`config.mk`:
```
export PLATFORM = sky130hd
export DESIGN_NAME = pipe_skid_reg
export DESIGN_NICKNAME = d
export VERILOG_FILES = /design/src/rtl/pipe_skid_reg.sv
export SDC_FILE = /design/constraint.sdc
export NUM_CORES = 1
export LEC_CHECK = 0
export ABC_AREA = 1
export CORE_MARGIN = 2
export CORE_UTILIZATION = 45
export DETAILED_ROUTE_END_ITERATION = 8
export PLACE_DENSITY = 0.69
export SKIP_LAST_GASP = 1
export SYNTH_ARGS = -nofsm -noshare
export SYNTH_HDL_FRONTEND = slang
export SYNTH_SLANG_ARGS = --single-unit
export TNS_END_PERCENT = 100
```
`constraint.sdc`:
```
create_clock -name clk -period 4.4 [get_ports clk]
set_clock_uncertainty 0.2 [all_clocks]
set_input_delay 1.32 -clock clk [delete_from_list [all_inputs] [get_ports clk]]
set_output_delay 1.32 -clock clk [all_outputs]
set_load 0.05 [all_outputs]
```
`src/rtl/pipe_skid_reg.sv`:
```
// Pipeline stage register with a valid/ready handshake, a one-entry skid buffer,
// a flush/reset bubble value, an occupancy output and a saturating stall counter.
module pipe_skid_reg #(
    parameter int unsigned          WIDTH     = 16,
    parameter logic [WIDTH-1:0]     FLUSH_VAL = '0,
    parameter int unsigned          CNT_WIDTH = 16
) (
    input  logic                 clk,
    input  logic                 rst,
    input  logic                 in_valid,
    output logic                 in_ready,
    input  logic [WIDTH-1:0]     in_data,
    output logic                 out_valid,
    input  logic                 out_ready,
    output logic [WIDTH-1:0]     out_data,
    input  logic                 flush,
    output logic [1:0]           occupancy,
    output logic [CNT_WIDTH-1:0] stall_cnt,
    input  logic                 cnt_clr
);

    typedef enum logic [1:0] {
        EMPTY = 2'd0,
        ONE   = 2'd1,
        TWO   = 2'd2
    } state_t;

    state_t             state, state_nxt;
    logic [WIDTH-1:0]   main_q, main_nxt;
    logic [WIDTH-1:0]   skid_q, skid_nxt;
    logic [CNT_WIDTH-1:0] cnt_q;
    logic               acc, pop;

    // Handshake outputs decode registered state only, so out_ready never reaches in_ready.
    assign out_valid = (state != EMPTY);
    assign in_ready  = (state != TWO);
    assign occupancy = state;
    assign out_data  = main_q;
    assign stall_cnt = cnt_q;

    assign acc = in_valid & in_ready;
    assign pop = out_valid & out_ready;

    always_comb begin
        state_nxt = state;
        main_nxt  = main_q;
        skid_nxt  = skid_q;
        case (state)
            EMPTY: begin
                if (acc) begin
                    state_nxt = ONE;
                    main_nxt  = in_data;
                end
            end
            ONE: begin
                if (acc && pop) begin
                    main_nxt = in_data;
                end else if (acc) begin
                    state_nxt = TWO;
                    skid_nxt  = in_data;
                end else if (pop) begin
                    state_nxt = EMPTY;
                end
            end
            TWO: begin
                if (pop) begin
                    state_nxt = ONE;
                    main_nxt  = skid_q;
                end
            end
            default: begin
                state_nxt = EMPTY;
            end
        endcase
        if (flush) begin
            state_nxt = EMPTY;
            main_nxt  = FLUSH_VAL;
            skid_nxt  = FLUSH_VAL;
        end
    end

    always_ff @(posedge clk) begin
        if (rst) begin
            state  <= EMPTY;
            main_q <= FLUSH_VAL;
            skid_q <= FLUSH_VAL;
        end else begin
            state  <= state_nxt;
            main_q <= main_nxt;
            skid_q <= skid_nxt;
        end
    end

    always_ff @(posedge clk) begin
        if (rst || cnt_clr) begin
            cnt_q <= '0;
        end else if (out_valid && !out_ready && (cnt_q != '1)) begin
            cnt_q <= cnt_q + CNT_WIDTH'(1);
        end
    end

endmodule

```
======== Yosys cells after proc, flatten, opt, wreduce, memory -nomap -nowiden ========
Cells that the tools add are included.
storage, ports and cells
  bits in registers ....................... 50
  input bits .............................. 22
  output and inout bits ................... 36
  word-level logic and storage cells ...... 39
cells by class
  $add $sub $neg .......................... 1
  bitwise gates (word level) .............. 3
  reductions and logical operators ........ 12
  eq/ne operators ......................... 9
  mux-type cells .......................... 10
operators by type and width
  cell                   count
  $mux 16                3
  $pmux 16 s3            1
  $add 16x1->16 const B  1
  $ne 16x16->1 const B   1
  $mux 2                 5
  $ne 2x2->1 const B     5
  $reduce_and 4->1       2
  $pmux 2 s3             1
  $logic_and 1x1->1      3
  $ne 3x3->1 const B     1
  $reduce_and 3->1       1
  $reduce_bool 3->1      1
  $and 1x1->1            2
  $eq 2x1->1 const B     1
  $eq 2x2->1 const B     1
  $logic_not 2->1        1
  $reduce_bool 2->1      1
  $reduce_or 2->1        1
  $logic_not 1->1        1
  $logic_or 1x1->1       1
  $not 1->1              1

======== Longest topological paths before layout ========
Gate-level depths: netlist of run 1.
  word-level depth ........................ 6
  gate-level depth with buffers ........... 8

======== Worst setup path before layout of run 1 ========
Ideal clock, no wire load.
  path type ............................... register to output
  start point ............................. reg state[1], in the netlist occupancy[1]
  end point ............................... out in_ready
  setup slack ............................. 1,529 ps
  cell stages (with the launch flop) ...... 5
  arrival ................................. 1,351 ps
  buffers on the path ..................... 1
  path through ............................ dfxtp_1 -> inv_2 -> nor2_4 -> inv_2 -> buf_2
between the ends
  longest elaborated chain between the ends .. 1
ends and longest elaborated chain
  what                    line  text
  start, declared         28    state_t state, state_nxt;
  start signal, assigned  88    state <= state_nxt;
  $ne 2x2->1              36    assign in_ready = (state != TWO);
  end, declared           11    output logic in_ready,
Every way passes these cells.

======== Final worst setup path of run 1 ========
Ends and elaborated chain as after synthesis.

==> results of run 1 <==
## per-layer routing
metal,wire [um],vias up
li1,-,1229
met1,2600,1035
met2,2630,56
met3,184,8
met4,80,0
met5,0,-
## Yosys cell counts, types with 3 or more instances
library cell	number	area share (%)
nand2_1	136	21
dfxtp_1	50	41
nor2_1	37	5.7
a21oi_1	34	7.0
inv_1	16	2.5
nand3_1	14	2.9
nand2_2	12	3.1
a21oi_2	10	3.6
o21ai_0	6	1.2
nor2_2	5	1.3
clkbuf_1	4	0.62
inv_2	4	0.62
nand4_1	4	1.0
buf_2	3	0.62
## state kept, by name, summed over array words and instances (netlist names)
| register | cells |
|---|---|
| skid_q | 16 |
| out_data | 16 |
| stall_cnt | 16 |
| occupancy | 2 |
## cell families after synthesis
kind of cell	after synthesis	share of synthesized area, %
AO/OA/AOI/OAI	53	13.1
AND/OR/NAND/NOR	217	37.9
flip-flops	50	41.0
XOR/XNOR	1	0.359
buffers and inverters	33	7.03
adder cells (fa/ha/maj)	1	0.513
## cell type report
class | instances | area share (%)
multi-input combinational | 272 | 40.6
sequential | 50 | 32.1
timing repair buffer | 57 | 18.3
tap | 70 | 2.81
inverter | 21 | 2.69
clock buffer | 6 | 2.65
clock inverter | 1 | 0.962
## power by group
group          internal, uW  switching, uW  leakage (uW)  total, uW
registers               459           4.22      0.000404        463
logic                  40.7           65.1      0.000665        106
clock network           182            145     0.0000573        327
## worst paths after layout
kind                                     end  slack [ns]  depth (start not counted)
worst max register to register  out_data[11]        2.50                          5
worst max-delay path                in_ready        0.71                          4
worst min-delay path               skid_q[5]        0.27                          2
worst min register to register     skid_q[5]        0.27                          2
## critical path: cells and delay by family (launching register included)
kind	cells	cell delay, ns
and+or+nand+nor	1	0.35
DFF	1	0.44
buffers and inverters	3	1.08
## stage by stage
stage | hold slack [ns] | area, um^2 | setup slack, ns | utilization (%)
global route | 0.293 | 3120 | 0.540 | 60.4
global placement | 0.247 | 3010 | 1.05 | 58.2
detailed placement | 0.251 | 3010 | 1.01 | 58.2
floorplan | 0.234 | 2440 | 1.53 | -
CTS | 0.269 | 3120 | 0.676 | 60.4
finish | 0.268 | 3120 | 0.708 | 60.4
==> flow_summary.json, run 1 <==
{
  "cts_buffers": 5,
  "vdd_drop_max_uv": 188,
  "grt_pass1_wl_um": 9420,
  "final_hold_viol_count": 0,
  "yosysSeqAreaShare_pct": 41.0,
  "clock_latency_ns": 0.29,
  "grt_busiest_layer": "met2",
  "postRouteAntennaNets": 0,
  "die_h_um": 77.6,
  "track_usage_pct": 19.1,
  "crit_slowest_cell": "clkdlybuf4s50_1",
  "htreeDepth": 2,
  "num_io_pins": 58,
  "most-common-layout-cells": "136 x nand2_1, 57 x clkdlybuf4s50_1, 50 x dfxtp_1",
  "place.gp.congestion": 0.902,
  "worstSetupStartpointType": "register",
  "avgSynthCellArea_um2": 6.87,
  "met3_usage_pct": 3.60,
  "cts-resized-gates": 0,
  "drc_errors": 0,
  "fill_cells": 494,
  "port_buffers": 57,
  "dpl.hpwl_um": 3870,
  "clkTransAtPathRegs_ns": 0.09,
  "tns_ns": 0,
  "multi_input_area_um2": 1270,
  "dieWidth_um": 77.6,
  "layout_commonest_cell": "nand2_1",
  "async_flop_share_pct": 0,
  "cts.sinks": 50,
  "gr-usage-met1_pct": 23.9,
  "clockRootBuffer": "clkbuf_8",
  "max-slew-margin-rel_pct": 33.6,
  "rsz0062_at_grt": "false",
  "register_area_um2": 1000,
  "ys_ff_latch": 50,
  "initial_core_util_pct": 47.1,
  "max_freq_mhz": 271,
  "ys.flop_type": "dfxtp_1",
  "critPathMaxFanout": 18,
  "worstSetupStartpoint": "occupancy[1]",
  "post_cts_buffers": 0,
  "vias_per_cell": 4.88,
  "cts_buffer_depth": 2,
  "synthToLayoutAreaGrowth_pct": 28.0,
  "status": "complete, no violations",
  "cp_common_cell": "inv_2",
  "overflow": 0,
  "ys_warn_count": 0,
  "p_per_area_nw_per_um2": 287,
  "drt-initial-drc-count": 116,
  "timing.rr.start": "occupancy[0]",
  "core_um2": 5170,
  "synth-edff-count": 0,
  "gr-usage-met2_pct": 33.0,
  "die-area_um2": 6020,
  "cp_data_arrival_time_ns": 2.17,
  "min_period_over_period_pct": 83.9,
  "nNetsFinal": 430,
  "cp-end-kind": "output pin",
  "vias": 2328,
  "crit_path_max_incr_delay_ns": 0.76,
  "instances_no_fill": 477,
  "wire_per_inst_um": 11.5,
  "synth_cell_types": 29,
  "max_cap_violations": 0,
  "setup_viol": 0,
  "fp-row-count": 26,
  "cts_tree": "done",
  "synth_nets": 378,
  "synth.cell_area_um2": 2440,
  "grt_max_degree": 35,
  "critPathRequiredTime_ns": 2.88,
  "p_total_uw": 896,
  "worst_slew_pin_slew_ns": 0.993,
  "antenna_found_initial": 0,
  "holdCritStartpoint": "skid_q[5]",
  "firstDrtPassIters": 4,
  "grt_pass1_vias": 2159,
  "fin_crit_ns": 3.69,
  "slew_violations": 0,
  "synthCells": 355,
  "dp_cells": 470,
  "cellLeakagePower_uw": 0.00113,
  "path_class": "register to output pin",
  "drive_above_1_share_pct": 11.3,
  "hp-class": "register to register",
  "n_antenna_cell": 0,
  "path_cells": "inv_2 > nor2_4 > inv_2 > clkdlybuf4s50_1",
  "postCtsHoldBufs": 0,
  "drt_wl_total_um": 5490
}
No activity file was read; power rests on OpenSTA's default activity.
==> run 2: changes to the inputs <==
--- a/config.mk
+++ b/config.mk
@@ -9,7 +9,7 @@
 export CORE_MARGIN = 2
 export CORE_UTILIZATION = 45
 export DETAILED_ROUTE_END_ITERATION = 8
-export PLACE_DENSITY = 0.69
+export PLACE_DENSITY = 0.72
 export SKIP_LAST_GASP = 1
 export SYNTH_ARGS = -nofsm -noshare
 export SYNTH_HDL_FRONTEND = slang
==> constraint.sdc (replaced) <==
create_clock -name clk -period 3.25 [get_ports clk]
set_clock_uncertainty 0.2 [all_clocks]
set_input_delay 0.975 -clock clk [delete_from_list [all_inputs] [get_ports clk]]
set_output_delay 0.975 -clock clk [all_outputs]
set_load 0.05 [all_outputs]
==> flow_summary.json, run 2 (synthesis results as in run 1) <==
{
  "status": "complete, no violations",
  "cts_tree": "done",
  "num_io_pins": 58,
  "p_seq_share_pct": 51.9,
  "die-area_um2": 6020,
  "max_cap_violations": 0,
  "pwr-share-clk_pct": 36.3,
  "grt_max_degree": 35,
  "track_usage_pct": 18.8,
  "gr-usage-met1_pct": 22.3,
  "max_freq_mhz": 320,
  "postRouteAntennaNets": 0,
  "vdd_drop_max_uv": 304,
  "clockRootBuffer": "clkbuf_8",
  "vias": 2382,
  "comb_power_share_pct": 11.8,
  "fp-row-count": 26,
  "dpl-instance-area_um2": 3020,
  "vias_per_cell": 4.96,
  "firstDrtPassIters": 4,
  "setup_viol": 0,
  "postCtsHoldBufs": 0,
  "p_per_area_nw_per_um2": 386,
  "htreeDepth": 2,
  "cts_buffers": 5,
  "switching_share_pct": 25.0,
  "max-slew-margin-rel_pct": 49.1,
  "crit_path_max_incr_delay_ns": 0.87,
  "grt_busiest_layer": "met2",
  "dieWidth_um": 77.6,
  "drt-initial-drc-count": 98,
  "initial_core_util_pct": 47.1,
  "layout_commonest_cell": "nand2_1",
  "cp_data_arrival_time_ns": 1.95,
  "gr-usage-met2_pct": 33.9,
  "critPathMaxFanout": 18,
  "fin_crit_ns": 3.13,
  "most-common-layout-cells": "136 x nand2_1, 57 x clkdlybuf4s50_1, 50 x dfxtp_1",
  "path_cells": "nor2_4 > inv_2 > clkdlybuf4s50_1",
  "clock_latency_ns": 0.30,
  "n_antenna_cell": 0,
  "cts_buffer_depth": 2,
  "core_um2": 5170,
  "fin_area_um2": 3130,
  "switchingPower_uw": 302,
  "wire_per_inst_um": 11.5,
  "hp-class": "register to register",
  "min_period_over_period_pct": 96.2,
  "die_h_um": 77.6,
  "drive_above_1_share_pct": 11.7,
  "clkTransAtPathRegs_ns": 0.09,
  "cellLeakagePower_uw": 0.00113,
  "port_buffers": 57,
  "final_hold_viol_count": 0,
  "grt_pass1_wl_um": 9320,
  "place.gp.congestion": 0.925,
  "holdPathStages": 2,
  "drt_wl_total_um": 5530,
  "nNetsFinal": 432,
  "r2r_slack_ns": 1.22,
  "slew_violations": 0,
  "worst_slew_pin_slew_ns": 0.763,
  "post-place-ws_ns": 0.431,
  "overflow": 0,
  "path_class": "register to output pin",
  "met3_usage_pct": 3.84,
  "cell_internal_pwr_uw": 907,
  "antenna_found_initial": 0,
  "critPathRequiredTime_ns": 2.07,
  "cts.sinks": 50,
  "fin_ws_ns": 0.123,
  "crit_slowest_cell": "clkdlybuf4s50_1",
  "dpl.hpwl_um": 3930,
  "cts-resized-gates": 0,
  "rr_worst_depth": 6,
  "synthToLayoutAreaGrowth_pct": 28.5,
  "rsz0062_at_grt": "false",
  "worstSetupStartpointType": "register",
  "drc_errors": 0,
  "post_cts_buffers": 0,
  "grt_pass1_vias": 2171,
  "tns_ns": 0,
  "cp-end-kind": "output pin"
}
[run 2: critical path: cells and delay by family (launching register included)]
family	cells	cell delay, ns
buf+inv	2	1.12
flops	1	0.46
simple gates	1	0.07
[run 2: per-layer routing]
| layer | part of all wire (%) | routed length (um) |
|---|---|---|
| met1 | 45 | 2480 |
| met4 | 0.96 | 53 |
| met3 | 4.2 | 233 |
| met2 | 50 | 2760 |
| met5 | 0 | 0 |
[run 2: power by group through the flow]
stage	sequential, uW	clock [uW]	combinational (uW)
after detailed placement	642	0	144
after global routing	629	474	155
after floorplan	668	0	65.1
after global placement	642	0	142
after CTS	627	449	144
final	627	438	143
[run 2: stage by stage]
stage	total power, uW	hold WS [ns]	util [%]	instances
global route	1260	0.289	60.6	480
global placement	784	0.246	58.5	472
finish	1210	0.268	60.6	480
floorplan	733	0.234	-	355
detailed placement	785	0.253	58.5	472
CTS	1220	0.269	60.6	480
[run 2: final timing paths]
path,start,endpoint
setup / recovery,occupancy[0],in_ready
setup reg to reg,occupancy[0],out_data[15]
hold reg to reg,skid_q[11],skid_q[11]
hold / removal,skid_q[11],skid_q[11]
[run 2: cell type report]
type / instances / area (um^2)
Tap cell: 70 / 87.6
Sequential cell: 50 / 1000
Clock inverter: 2 / 37.5
Clock buffer: 6 / 72.6
Fill cell: 493 / 2040
Inverter: 21 / 83.8
Multi-Input combinational cell: 272 / 1270
Timing Repair Buffer: 59 / 586
